$ cat config.mk
export PLATFORM = sky130hd
export DESIGN_NAME = regfile_sb_flat
export DESIGN_NICKNAME = d
export VERILOG_FILES = /design/src/rtl/regfile_pkg.sv /design/src/rtl/regfile_sb_if.sv /design/src/rtl/regfile_scoreboard.sv /design/src/rtl/regfile_sb.sv /design/src/flat_wrapper.sv
export SDC_FILE = /design/constraint.sdc
export NUM_CORES = 2
export LEC_CHECK = 0
export CAP_MARGIN = 20
export CORE_ASPECT_RATIO = 0.7
export CORE_MARGIN = 3
export CORE_UTILIZATION = 30
export DETAILED_ROUTE_END_ITERATION = 16
export DONT_BUFFER_PORTS = 1
export MAX_ROUTING_LAYER = met4
export PLACE_DENSITY = 0.5
export SYNTH_ARGS = -nofsm -noshare
export SYNTH_HDL_FRONTEND = slang
export SYNTH_SLANG_ARGS = --single-unit
$ cat constraint.sdc
create_clock -name clk -period 3.2 [get_ports clk]
set_input_delay 0.16 -clock clk [delete_from_list [all_inputs] [get_ports clk]]
set_output_delay 0.16 -clock clk [all_outputs]
set_load 0.02 [all_outputs]
$ cat src/rtl/regfile_pkg.sv
// regfile_pkg: shared defaults, zero-register index and packed-bus helpers for regfile_sb
package regfile_pkg;
  localparam int DEF_WIDTH = 32;
  localparam int DEF_NR_REGS = 32;
  localparam int DEF_ADDR_WIDTH = 5;
  localparam int ZERO_REG = 0;
  localparam int BUS_W = 512;
  function automatic logic [BUS_W-1:0] unpack(logic [BUS_W-1:0] bus, int p, int w);
    return (bus >> (p * w)) & ~({BUS_W{1'b1}} << w);
  endfunction
  function automatic logic live(int a, int n);
    return a != ZERO_REG && a < n;
  endfunction
endpackage

$ cat src/rtl/regfile_sb_if.sv
// regfile_sb_if: write, read and issue/scoreboard signals of regfile_sb
interface regfile_sb_if import regfile_pkg::*; #(
  parameter int WIDTH = DEF_WIDTH,
  parameter int NR_REGS = DEF_NR_REGS,
  parameter int ADDR_WIDTH = DEF_ADDR_WIDTH,
  parameter int NR_RPORTS = 2,
  parameter int NR_WPORTS = 2
);
  logic [NR_WPORTS-1:0] wen;
  logic [NR_WPORTS*ADDR_WIDTH-1:0] waddr;
  logic [NR_WPORTS*WIDTH-1:0] wdata;
  logic [NR_RPORTS*ADDR_WIDTH-1:0] raddr;
  logic [NR_RPORTS*WIDTH-1:0] rdata;
  logic [NR_RPORTS-1:0] rbusy;
  logic issue_valid;
  logic [ADDR_WIDTH-1:0] issue_rd;
  logic issue_ready;
  logic [NR_REGS-1:0] busy_vec;
  modport master (
    output wen, waddr, wdata, raddr, issue_valid, issue_rd,
    input rdata, rbusy, issue_ready, busy_vec
  );
  modport slave (
    input wen, waddr, wdata, raddr, issue_valid, issue_rd,
    output rdata, rbusy, issue_ready, busy_vec
  );
endinterface

$ cat src/rtl/regfile_scoreboard.sv
// regfile_scoreboard: per-register busy bits, issue_ready and rbusy lookup
module regfile_scoreboard import regfile_pkg::*; #(
  parameter int NR_REGS = DEF_NR_REGS,
  parameter int ADDR_WIDTH = DEF_ADDR_WIDTH,
  parameter int NR_RPORTS = 2,
  parameter int NR_WPORTS = 2
) (
  input logic clk,
  input logic rst,
  input logic [NR_WPORTS-1:0] wen_i,
  input logic [NR_WPORTS*ADDR_WIDTH-1:0] waddr_i,
  input logic [NR_RPORTS*ADDR_WIDTH-1:0] raddr_i,
  input logic issue_valid_i,
  input logic [ADDR_WIDTH-1:0] issue_rd_i,
  output logic issue_ready_o,
  output logic [NR_RPORTS-1:0] rbusy_o,
  output logic [NR_REGS-1:0] busy_o
);
  logic [NR_REGS-1:0] busy_q, busy_d;
  function automatic logic bsy(logic [ADDR_WIDTH-1:0] a);
    return int'(a) < NR_REGS && busy_q[a];
  endfunction
  assign busy_o = busy_q;
  assign issue_ready_o = int'(issue_rd_i) == ZERO_REG || !bsy(issue_rd_i);
  for (genvar g = 0; g < NR_RPORTS; g++) begin : g_rbusy
    assign rbusy_o[g] = bsy(ADDR_WIDTH'(unpack(BUS_W'(raddr_i), g, ADDR_WIDTH)));
  end
  // clears first, then a same-cycle claim re-sets the bit for its new owner
  always_comb begin
    busy_d = busy_q;
    for (int p = 0; p < NR_WPORTS; p++) begin
      logic [ADDR_WIDTH-1:0] a;
      a = ADDR_WIDTH'(unpack(BUS_W'(waddr_i), p, ADDR_WIDTH));
      if (wen_i[p] && live(int'(a), NR_REGS)) busy_d[a] = 1'b0;
    end
    if (issue_valid_i && issue_ready_o && live(int'(issue_rd_i), NR_REGS)) busy_d[issue_rd_i] = 1'b1;
  end
  always_ff @(posedge clk) busy_q <= rst ? '0 : busy_d;
endmodule

$ cat src/rtl/regfile_sb.sv
// regfile_sb: multi-port register file with busy scoreboard; x0 reads as zero.
// Define REGFILE_BYPASS_EN to forward same-cycle write data to matching reads.
module regfile_sb import regfile_pkg::*; #(
  parameter int WIDTH = DEF_WIDTH,
  parameter int NR_REGS = DEF_NR_REGS,
  parameter int ADDR_WIDTH = DEF_ADDR_WIDTH,
  parameter int NR_RPORTS = 2,
  parameter int NR_WPORTS = 2,
  parameter logic [WIDTH-1:0] RESET_VAL = '0
) (
  input logic clk,
  input logic rst,
  regfile_sb_if.slave bus
);
  logic [WIDTH-1:0] regs_q [NR_REGS];
  logic [WIDTH-1:0] regs_d [NR_REGS];
  logic [WIDTH-1:0] rd_src [NR_REGS];
  // ascending port order lets the highest-index port win on address collisions
  always_comb begin
    regs_d = regs_q;
    for (int p = 0; p < NR_WPORTS; p++) begin
      logic [ADDR_WIDTH-1:0] a;
      a = ADDR_WIDTH'(unpack(BUS_W'(bus.waddr), p, ADDR_WIDTH));
      if (bus.wen[p] && live(int'(a), NR_REGS)) regs_d[a] = WIDTH'(unpack(BUS_W'(bus.wdata), p, WIDTH));
    end
  end
  always_ff @(posedge clk)
    for (int i = 0; i < NR_REGS; i++) regs_q[i] <= (i == ZERO_REG) ? '0 : rst ? RESET_VAL : regs_d[i];
`ifdef REGFILE_BYPASS_EN
  assign rd_src = regs_d;
`else
  assign rd_src = regs_q;
`endif
  always_comb begin
    bus.rdata = '0;
    for (int r = 0; r < NR_RPORTS; r++) begin
      logic [ADDR_WIDTH-1:0] a;
      a = ADDR_WIDTH'(unpack(BUS_W'(bus.raddr), r, ADDR_WIDTH));
      bus.rdata[r*WIDTH +: WIDTH] = int'(a) < NR_REGS ? rd_src[a] : '0;
    end
  end
  regfile_scoreboard #(
    .NR_REGS(NR_REGS),
    .ADDR_WIDTH(ADDR_WIDTH),
    .NR_RPORTS(NR_RPORTS),
    .NR_WPORTS(NR_WPORTS)
  ) u_sb (
    .clk(clk),
    .rst(rst),
    .wen_i(bus.wen),
    .waddr_i(bus.waddr),
    .raddr_i(bus.raddr),
    .issue_valid_i(bus.issue_valid),
    .issue_rd_i(bus.issue_rd),
    .issue_ready_o(bus.issue_ready),
    .rbusy_o(bus.rbusy),
    .busy_o(bus.busy_vec)
  );
endmodule

$ cat src/flat_wrapper.sv
// flat-port wrapper written by rule: the top's interface ports become plain ports
module regfile_sb_flat import regfile_pkg::*;
#(
  parameter int WIDTH = DEF_WIDTH,
  parameter int NR_REGS = DEF_NR_REGS,
  parameter int ADDR_WIDTH = DEF_ADDR_WIDTH,
  parameter int NR_RPORTS = 2,
  parameter int NR_WPORTS = 2,
  parameter logic [WIDTH-1:0] RESET_VAL = '0
)
  (clk, rst, bus_wen, bus_waddr, bus_wdata, bus_raddr, bus_issue_valid, bus_issue_rd, bus_rdata, bus_rbusy, bus_issue_ready, bus_busy_vec);
  regfile_sb_if #(.WIDTH(WIDTH), .NR_REGS(NR_REGS), .ADDR_WIDTH(ADDR_WIDTH), .NR_RPORTS(NR_RPORTS), .NR_WPORTS(NR_WPORTS)) bus_i ();
  input logic clk;
  input logic rst;
  input wire logic [$bits(bus_i.wen)-1:0] bus_wen;
  input wire logic [$bits(bus_i.waddr)-1:0] bus_waddr;
  input wire logic [$bits(bus_i.wdata)-1:0] bus_wdata;
  input wire logic [$bits(bus_i.raddr)-1:0] bus_raddr;
  input wire logic [$bits(bus_i.issue_valid)-1:0] bus_issue_valid;
  input wire logic [$bits(bus_i.issue_rd)-1:0] bus_issue_rd;
  output wire logic [$bits(bus_i.rdata)-1:0] bus_rdata;
  output wire logic [$bits(bus_i.rbusy)-1:0] bus_rbusy;
  output wire logic [$bits(bus_i.issue_ready)-1:0] bus_issue_ready;
  output wire logic [$bits(bus_i.busy_vec)-1:0] bus_busy_vec;
  assign bus_i.wen = bus_wen;
  assign bus_i.waddr = bus_waddr;
  assign bus_i.wdata = bus_wdata;
  assign bus_i.raddr = bus_raddr;
  assign bus_i.issue_valid = bus_issue_valid;
  assign bus_i.issue_rd = bus_issue_rd;
  assign bus_rdata = bus_i.rdata;
  assign bus_rbusy = bus_i.rbusy;
  assign bus_issue_ready = bus_i.issue_ready;
  assign bus_busy_vec = bus_i.busy_vec;
  regfile_sb #(.WIDTH(WIDTH), .NR_REGS(NR_REGS), .ADDR_WIDTH(ADDR_WIDTH), .NR_RPORTS(NR_RPORTS), .NR_WPORTS(NR_WPORTS), .RESET_VAL(RESET_VAL)) u_core (.clk(clk), .rst(rst), .bus(bus_i));
endmodule
==> summary.txt <==
Detailed routing
  • Routed wire length: 293 mm
  • Violation count after the first detailed-routing iteration: 7349
  • Vias: 60.4k
  • Detailed-route vias per instance: 6.09
  • DR DRC count: 0
  • First-pass DRT Iterations: 6
  • Detail-routed net length per standard cell: 29.6 um
  • Post-DRT Antenna Nets: 0

Logic synthesis
  • Number of enable flip-flop cells after synthesis: 0
  • Primary flip-flop cell chosen by synthesis mapping: dfxtp_1
  • Sequential area share after synthesis: 0.327
  • Top cell type's share of synthesized area: 0.327
  • Mapped Area: 0.0626 mm2
  • Post-synth top area cell: dfxtp_1
  • Commonest cells post-synth: nor2_1, dfxtp_1, mux2i_1
  • Async set or reset register ratio after synthesis: 0
  • Synthesized netlist net count: 6701
  • Total of flip-flops plus latches after synthesis: 1024
  • Per-instance average area after synthesis: 9.48 um2
  • Library cell with the highest instance count after synthesis: nor2_1
  • Number of different library cells in the post-synthesis netlist: 45
  • Leading post-synthesis cells by cell area: dfxtp_1, mux2i_1, mux4_2
  • Instance count of the mapped netlist: 6607
  • Warnings, synthesis: 0

Final layout
  • FF/Latch Area: 0.0205 mm2
  • Multi-input gate area: 0.0388 mm2
  • Post-layout net count: 7126
  • Final core area utilization: 0.385
  • Total non-filler cell area in the finished layout: 0.0794 mm2
  • Area overhead of the layout relative to synthesis: 26.9%
  • Filler Cell Count: 20.2k
  • Share of cells above drive strength 1: 0.153

STA
  • Max-slew headroom at the worst pin: -0.925
  • Final hold viol count: 0
  • Unrepaired setup endpoints after global routing: no
  • Max-slew violation count: 705
  • Worst-margin pin slew: 2890 ps
  • Period minus WS final: 3420 ps
  • Smallest setup slack after layout: -224 ps
  • Count of final setup violators: 165
  • Timing-limited maximum frequency: 0.292 GHz
  • Post-route clock skew: 19.9 ps
  • Crit share post-route: 1.07

Place
  • Standard cell area after detailed placement: 0.0644 mm2
  • GPL Wtd Cong: 0.890
  • Worst setup timing slack at the placement stage: 695 ps
  • Final HPWL from detailed placement: 150 mm
  • Port Buf Inserts: 0

Clocking
  • H-tree levels: 4
  • Worst-skew pair later-pin latency: 760 ps
  • Buffers from clock root to sink, at most: 3
  • CTS tree: done
  • Total CTS buffers: 130
  • Clock tree root buffer cell: clkbuf_16
  • Number of clock sinks: 1024
  • Clock slew at the register clock pins of the worst setup and hold paths: 60 ps

Worst setup path
  • Dominant cell type by count on the critical path: buf_16
  • Arrival time at the worst endpoint: 4050 ps
  • Startpoint of the worst register-to-register path: u_core.u_sb.busy_o[30]
  • Startpoint-to-endpoint class of the critical path: primary input to flip-flop
  • Kind of start point of the critical path: primary input
  • Critical Path End Type: flip-flop
  • Slowest stage cell, crit path: buf_16
  • Maximum net fanout on the critical path: 402
  • First element of the critical path: rst
  • Max stage delay on crit path: 740 ps
  • Cell breakdown of the critical path: buf_16 -> buf_16 -> a211oi_1 -> dlygate4sd3_1
  • CP Data Required Time: 3820 ps

Floorplanning
  • Vertical extent of the die: 388 um
  • # rows: 139
  • Die footprint: 0.214 mm2
  • Die width: 552 um
  • Number of top-level design ports: 193
  • Area of the core: 0.206 mm2
  • Starting utilization of the core area: 0.304

Global routing
  • Overall routing resource usage: 0.271
  • Global-route wire length before repair: 426 mm
  • Initial antenna violation count: 23
  • Overflow after GRT: 0
  • Largest net degree at the start of global routing: 841
  • Via count of the first global-routing pass: 58.5k

Run status
  • Result of the run: complete, but fails checks
  • Failing checks: slew limit, setup timing

Pwr
  • Final total power: 0.0311 W
  • Fraction of power spent switching nets: 0.262
  • Proportion of power drawn by flip-flops and latches: 0.425
  • Leak: 31.6 nW
  • Power share of the combinational group: 0.104
  • Power dissipated by switching net loads: 0.00816 W
  • Internal power component: 0.0229 W
  • Power per unit of standard cell area: 391 mW/mm2
  • VDD IR max: 556 uV
  • Clk network pwr share: 0.472

Worst hold path
  • Min-delay src: rst
  • Type of the most critical hold path: primary input to flip-flop

Flow run
  • Number of maximum-capacitance constraint violations: 0
==> critical path: cells and delay by family <==
kind / cells / cell delay [ps]
AO/OA/AOI/OAI: 1 / 160
buffers and inverters: 3 / 2100
==> logic make-up (layout without fill, tap and decap cells) <==
family / after synthesis / count (layout) / share of synthesized area
AOI/OAI and AO/OA: 1353 / 1353 / 0.162
DFF: 1024 / 1024 / 0.327
and+or+nand+nor: 1802 / 1802 / 0.120
buffers and inverters: 893 / 1416 / 0.0600
other: 0 / 28 / 0
muxes: 1535 / 1535 / 0.331
==> metal layers <==
layer  vias up  share of wire  track usage
met2      3433           0.44        0.407
li1      25700              -            -
met1     30400           0.41        0.350
met3       771          0.095       0.0559
met4         0          0.051        0.123
met5         -              0            -
==> final timing paths <==
| check | depth (start not counted) | endpoint | slack (ps) |
|---|---|---|---|
| worst max register to register | 7 | u_core.u_sb.busy_o[30] | 170 |
| worst min-delay path | 2 | u_core.rd_src[180] | 60 |
| worst max-delay path | 4 | u_core.rd_src[905] | -220 |
| worst min register to register | 2 | u_core.rd_src[989] | 500 |
==> flip-flops by register name, summed over array words and instances, names as in the netlist <==
| signal | cells |
|---|---|
| u_core.u_sb.busy_o | 32 |
| u_core.rd_src | 992 |
==> metrics by stage <==
stage	cells	hold WS [ps]	TNS (ps)
floorplan	6607	341	0
global placement	8623	341	0
detailed placement	8623	313	0
CTS	9876	17.3	0
global route	9906	42.0	0
finish	9907	56.7	-12550
==> layout make-up <==
type                            instances  share of cell area
Antenna cell                           28            0.000882
Clock buffer                          204              0.0496
Clock inverter                         26             0.00221
Inverter                                3            0.000142
Multi-Input combinational cell       4690               0.489
Sequential cell                      1024               0.258
Tap cell                             2749              0.0433
Timing Repair Buffer                 1183               0.157
==> cells in the final DEF, fill, tap and decap left out, drive strengths merged, types with 77 or more instances in the layout <==
| cell type | instances |
|---|---|
| dlygate4sd3 | 969 |
| mux4 | 409 |
| clkbuf | 204 |
| buf | 214 |
| nand2 | 375 |
| nor2 | 1076 |
| o21ai | 82 |
| dfxtp | 1024 |
| o22ai | 77 |
| mux2 | 194 |
| mux2i | 932 |
| a211oi | 802 |
| a22oi | 129 |
| nand3 | 265 |
| a311oi | 193 |
==> power by group through the flow <==
stage	clock, W	combinational [W]	sequential (W)
2_1_floorplan	0	0.00221	0.0134
3_3_place_gp	0	0.00193	0.0135
3_5_place_dp	0	0.00195	0.0135
4_1_cts	0.0147	0.00296	0.0132
5_1_grt	0.0152	0.00331	0.0132
6_report	0.0147	0.00322	0.0132
==> what timing repair did <==
action                                 in CTS  in global routing
setup endpoints to repair                   0                 12
gates resized for setup                     0                  4
hold buffers                             1023                  0
buffers inserted                            0                  1
endpoints found under the hold margin    1024                  0
Power figures use the tool's default switching activity.
